File: config.mk
export PLATFORM = sky130hd
export DESIGN_NAME = load_store_unit
export DESIGN_NICKNAME = d
export VERILOG_FILES = /design/src/rtl/lsu_pkg.sv /design/src/rtl/lsu_align.sv /design/src/rtl/load_store_unit.sv
export SDC_FILE = /design/constraint.sdc
export NUM_CORES = 1
export LEC_CHECK = 0
export CORE_MARGIN = 2
export CORE_UTILIZATION = 47
export CTS_CLUSTER_DIAMETER = 120
export DETAILED_ROUTE_END_ITERATION = 12
export GPL_ROUTABILITY_DRIVEN = 0
export PLACE_DENSITY = 0.81
export RECOVER_POWER = 100
export SYNTH_ARGS = -nofsm -noshare
export SYNTH_HDL_FRONTEND = slang
export SYNTH_SLANG_ARGS = --single-unit
export TNS_END_PERCENT = 50
File: constraint.sdc
create_clock -name clock -period 3.5 [get_ports clock]
set_input_delay 0.35 -clock clock [delete_from_list [all_inputs] [get_ports clock]]
set_output_delay 0.35 -clock clock [all_outputs]
set_load 0.01 [all_outputs]
File: src/rtl/lsu_pkg.sv
// Shared definitions for the load/store unit: RV32I funct3 codes, FSM states
// and the access-legality check used when a request is accepted.
package lsu_pkg;

   localparam logic [2:0] F3_B  = 3'b000;
   localparam logic [2:0] F3_H  = 3'b001;
   localparam logic [2:0] F3_W  = 3'b010;
   localparam logic [2:0] F3_BU = 3'b100;
   localparam logic [2:0] F3_HU = 3'b101;

   typedef enum logic [2:0] {
      IDLE,
      LOAD,
      STORE,
      RMW_RD,
      RMW_WR,
      RESP
   } lsuState;

   // Misaligned halfword/word, reserved funct3, or an unsigned-only code used for a store.
   function automatic logic accessErr(input logic isWrite, input logic [2:0] funct3,
                                      input logic [1:0] byteOff);
      logic err;
      case (funct3)
         F3_B:    err = 1'b0;
         F3_H:    err = byteOff[0];
         F3_W:    err = (byteOff != 2'b00);
         F3_BU:   err = isWrite;
         F3_HU:   err = isWrite | byteOff[0];
         default: err = 1'b1;
      endcase
      return err;
   endfunction

endpackage

File: src/rtl/lsu_align.sv
// Combinational lane logic: extracts and extends a load lane from a RAM word,
// and merges a byte/halfword store lane into a previously read word.
module lsu_align
   import lsu_pkg::*;
#(
   parameter int dataW = 32
) (
   input  logic [2:0]       funct3,
   input  logic [1:0]       byteOff,
   input  logic [dataW-1:0] rdWord,
   input  logic [dataW-1:0] baseWord,
   input  logic [dataW-1:0] wrData,
   output logic [dataW-1:0] loadData,
   output logic [dataW-1:0] mergeData
);

   logic [7:0]  byteLane;
   logic [15:0] halfLane;

   always_comb begin
      byteLane = rdWord[{byteOff, 3'b000} +: 8];
      halfLane = rdWord[{byteOff[1], 4'b0000} +: 16];

      loadData = rdWord;
      case (funct3)
         F3_B:    loadData = {{(dataW-8){byteLane[7]}}, byteLane};
         F3_H:    loadData = {{(dataW-16){halfLane[15]}}, halfLane};
         F3_BU:   loadData = {{(dataW-8){1'b0}}, byteLane};
         F3_HU:   loadData = {{(dataW-16){1'b0}}, halfLane};
         default: loadData = rdWord;
      endcase

      mergeData = baseWord;
      case (funct3[1:0])
         2'b00:   mergeData[{byteOff, 3'b000} +: 8]      = wrData[7:0];
         2'b01:   mergeData[{byteOff[1], 4'b0000} +: 16] = wrData[15:0];
         default: mergeData = baseWord;
      endcase
   end

endmodule

File: src/rtl/load_store_unit.sv
// RV32I load/store unit in front of a single-port, zero-delay-read RAM.
// Sub-word stores are done as read-modify-write of the containing word.
module load_store_unit
   import lsu_pkg::*;
#(
   parameter int dataW       = 32,
   parameter int RAMAddrSize = 8
) (
   input  logic                   clock,
   input  logic                   reset,
   input  logic                   req_valid,
   output logic                   req_ready,
   input  logic                   req_write,
   input  logic [2:0]             req_funct3,
   input  logic [31:0]            req_addr,
   input  logic [dataW-1:0]       req_wdata,
   output logic                   resp_valid,
   output logic [dataW-1:0]       resp_rdata,
   output logic                   resp_err,
   output logic [RAMAddrSize-1:0] ram_addr,
   output logic [dataW-1:0]       ram_wdata,
   output logic                   ram_we,
   input  logic [dataW-1:0]       ram_rdata
);

   lsuState                state, nextState;
   logic [2:0]             funct3Reg;
   logic [RAMAddrSize-1:0] addrReg;
   logic [dataW-1:0]       wdataReg;
   logic [dataW-1:0]       capWord;
   logic [dataW-1:0]       rdataReg;
   logic                   errReg;
   logic                   handshake;
   logic                   reqErr;
   logic [dataW-1:0]       loadData;
   logic [dataW-1:0]       mergeData;
   logic                   unusedAddrBits;

   // Address bits beyond the RAM size wrap and are deliberately dropped.
   assign unusedAddrBits = ^req_addr[31:RAMAddrSize];

   assign handshake = req_valid & (state == IDLE);
   assign reqErr    = accessErr(req_write, req_funct3, req_addr[1:0]);

   always_ff @(posedge clock or negedge reset) begin
      if (!reset) state <= IDLE;
      else        state <= nextState;
   end

   always_comb begin
      nextState = state;
      case (state)
         IDLE: begin
            if (req_valid) begin
               if (reqErr)                  nextState = RESP;
               else if (!req_write)         nextState = LOAD;
               else if (req_funct3 == F3_W) nextState = STORE;
               else                         nextState = RMW_RD;
            end
         end
         LOAD:    nextState = RESP;
         STORE:   nextState = RESP;
         RMW_RD:  nextState = RMW_WR;
         RMW_WR:  nextState = RESP;
         RESP:    nextState = IDLE;
         default: nextState = IDLE;
      endcase
   end

   always_comb begin
      req_ready  = (state == IDLE);
      resp_valid = (state == RESP);
      resp_err   = (state == RESP) & errReg;
      ram_we     = (state == STORE) | (state == RMW_WR);
      ram_wdata  = '0;
      if (state == STORE)  ram_wdata = wdataReg;
      if (state == RMW_WR) ram_wdata = mergeData;
   end

   assign ram_addr   = {addrReg[RAMAddrSize-1:2], 2'b00};
   assign resp_rdata = rdataReg;

   always_ff @(posedge clock or negedge reset) begin
      if (!reset) begin
         funct3Reg <= '0;
         addrReg   <= '0;
         wdataReg  <= '0;
         capWord   <= '0;
         rdataReg  <= '0;
         errReg    <= 1'b0;
      end else begin
         if (handshake) begin
            funct3Reg <= req_funct3;
            addrReg   <= req_addr[RAMAddrSize-1:0];
            wdataReg  <= req_wdata;
            errReg    <= reqErr;
            rdataReg  <= '0;
         end
         if (state == LOAD)   rdataReg <= loadData;
         if (state == RMW_RD) capWord  <= ram_rdata;
      end
   end

   lsu_align #(
      .dataW(dataW)
   ) uAlign (
      .funct3   (funct3Reg),
      .byteOff  (addrReg[1:0]),
      .rdWord   (ram_rdata),
      .baseWord (capWord),
      .wrData   (wdataReg),
      .loadData (loadData),
      .mergeData(mergeData)
   );

endmodule

==> results.ini <==
[power_and_ir_drop]
internal-power_uw=3886
switchingPower_uw=2765
clockPowerShare=0.148
seqPwrFrac=0.361
power.density_nw_per_um2=870.9
comb_power_share=0.491
peakVddDrop_uv=339.6
p_sw_frac=0.4157
leakage_uw=0.003390

[cells_and_area]
design_area_um2=7637
final_nets=826
multi_input_area_um2=2711
drive_above_1_share=0.1024
n_fill_cell=969
seq_area_um2=2778
diodes=0
syn2layout_area_growth_pct=32.32

[sta]
rsz0062_at_grt=false
final_hold_viol_count=0
fin_skew_ps=8.549
setup_viol=0
finalCriticalPeriod_ps=3370
slew_viol_final=92
max-slew-margin-rel=-0.4239
fmax_mhz=296.7
setup_tns_ps=0
period_share=0.9629
worst_pin_slew_ps=2136

[floorplan]
dieHeight_um=114.8
initial_core_util=0.4805
die_x_um=114.8
ios=179
die_area_um2=13180
rows=40
coreArea_um2=12010

[global_route]
grt_pass1_wl_mm=28.45
grt_start_max_net_pins=50
antenna_found_initial=0
overflow=0
grt_pass1_vias=5420
grt_util_all_layers=0.2819

[cts]
postCtsHoldBufs=1
post_cts_resize_count=0
cts_tree=done
path_clk_slew_ps=70
clkSinkCount=111
cts_buffer_depth=2
cts_made_buffers=9
clk_latency_ps=360
root_buffer=clkbuf_16
cts_setup_buffers=0
htreeDepth=3

[routing]
vias_per_cell=6.311
drt_pass1_iterations=6
drt_iter0_markers=607
vias=5491
wl_mm=18.60
drc_errors=0
wl_per_cell_um=21.38
drtAntennaViolNets=0

[setup_path]
crit_type=reg2out
endpoint_kind=output port
cp.required_ps=3150
start_kind=register
crit_path_top_delay_cell=clkdlybuf4s50_1
crit_chain=or3b_1 -> or3_1 -> and4b_1 -> a221o_1 -> clkdlybuf4s50_1
critPathArrivalTime_ps=3020
max_stage_delay_ps=540
cp_max_fo=10

[place]
placed_area_um2=7381
portBuffers=152
dpl.hpwl_mm=13.42

[synth]
yosysTopAreaCell=dfrtp_1
synth_edf_count=0
ys_seq_area_frac=0.4812
syn_inst=585
ys_ff_latch=111
synth_area_um2=5772
synth_area_leaders=dfrtp_1 48%, nand2_1 9.4%, mux2_2 6.2%
synth_top_cell_area_share=0.4812
synth.distinct_cells=54
synth-main-ff-cell=dfrtp_1
synth-async-reset-ratio=1.000
avgSynthCellArea_um2=9.866
yosysWarnings=0

[worst_hold_path]
worstHoldPathType=reg2reg

[run]
cap_viol_max_count=3

[outcome]
violations=capacitance limit, slew limit
outcome=complete, but fails checks

==> cell type report <==
cell class / instances / share of cell area
inverters: 7 / 0.003440
multi-input cells: 416 / 0.3550
repair buffers: 173 / 0.2167
clock buffers: 10 / 0.03129
well taps: 147 / 0.02408
clock inverters: 6 / 0.005734
flip-flops and latches: 111 / 0.3637
==> worst max-delay path: cells and delay by family (launching register included) <==
family          cells  cell delay, ps
buf+inv             1             540
simple gates        3            1420
flops               1             490
compound gates      1             230
==> cell usage in the layout (no fill, tap or decap), types with 3 or more instances in the layout <==
| master | netlist | routed |
|---|---|---|
| a21o_1 | 4 | 4 |
| a21oi_1 | 26 | 26 |
| a221o_1 | 25 | 25 |
| a221oi_1 | 4 | 4 |
| a22o_1 | 14 | 14 |
| a22oi_1 | 29 | 29 |
| a311oi_1 | 3 | 3 |
| a32oi_1 | 16 | 16 |
| buf_4 | 10 | 13 |
| clkbuf_1 | 33 | 3 |
| clkbuf_16 | 0 | 9 |
| clkbuf_2 | 0 | 4 |
| clkdlybuf4s50_1 | 0 | 92 |
| dfrtp_1 | 111 | 111 |
| dlygate4sd3_1 | 0 | 60 |
| ha_1 | 5 | 5 |
| inv_1 | 6 | 6 |
| mux2_2 | 32 | 32 |
| mux2i_1 | 6 | 6 |
| nand2_1 | 145 | 145 |
| nand2b_1 | 6 | 6 |
| nor2_1 | 9 | 9 |
| nor2b_1 | 4 | 4 |
| nor3_1 | 3 | 3 |
| o21ai_0 | 24 | 24 |
| o221ai_1 | 9 | 9 |
| o22ai_1 | 4 | 4 |
| o2bb2ai_1 | 8 | 8 |
| or3_1 | 5 | 5 |
==> synthesized netlist by cell type (5+ instances only) <==
library cell	count
ha_1	5
a32oi_1	16
buf_4	10
nor2_1	9
o21ai_0	24
inv_1	6
o221ai_1	9
mux2i_1	6
a221o_1	25
nand2b_1	6
a22oi_1	29
mux2_2	32
o2bb2ai_1	8
buf_2	6
a21oi_1	26
nand2_1	145
or3_1	5
a22o_1	14
dfrtp_1	111
clkbuf_1	33
==> power by group through the flow <==
stage	combinational (uW)	sequential, uW	clock (uW)
CTS	3360	2390	987
global route	3510	2450	1040
global placement	3210	2380	0
detailed placement	3320	2410	0
finish	3260	2400	984
floorplan	1990	2240	0
==> cells by family (layout without fill, tap and decap cells) <==
kind of cell | after synthesis | after routing | share of synthesized area
other | 1 | 2 | 0.0006497
buffers and inverters | 59 | 196 | 0.04747
muxes | 39 | 39 | 0.07674
AOI/OAI and AO/OA | 180 | 180 | 0.2400
and+or+nand+nor | 190 | 190 | 0.1431
DFF | 111 | 111 | 0.4812
adders and majority gates | 5 | 5 | 0.01084
==> state kept, by name, summed over array words and instances, names as in the netlist <==
| name | count |
|---|---|
| errReg | 1 |
| resp_rdata | 32 |
| capWord | 32 |
| wdataReg | 32 |
| addrReg | 8 |
| funct3Reg | 3 |
| state | 3 |
==> layer usage <==
layer,GRT usage,part of all wire,vias to the layer above
li1,-,-,2421
met2,0.4611,0.48,346
met1,0.3683,0.39,2642
met4,0.1398,0.045,0
met5,0,0,-
met3,0.04428,0.087,82
==> stage by stage <==
stage	setup slack (ps)	total power [uW]	hold slack, ps	util	std cells
finish	129.7	6652	476.1	0.6358	870
global route	25.17	7005	498.3	0.6358	870
CTS	149.6	6731	480.7	0.6389	870
detailed placement	541.3	5726	353.9	0.6145	853
global placement	591.0	5583	345.9	0.6145	853
floorplan	390.0	4226	54.41	-	586
==> worst paths after layout <==
path	from	to	slack, ps	depth (start not counted)
min in group asynchronous	reset	resp_rdata[12]	1160	2
setup / recovery	state[1]	ram_wdata[23]	130	5
hold reg to reg	errReg	errReg	480	2
hold / removal	errReg	errReg	480	2
max in group asynchronous	reset	resp_rdata[2]	610	3
setup reg to reg	funct3Reg[0]	resp_rdata[30]	530	4
(Power assumes the default switching activity.)
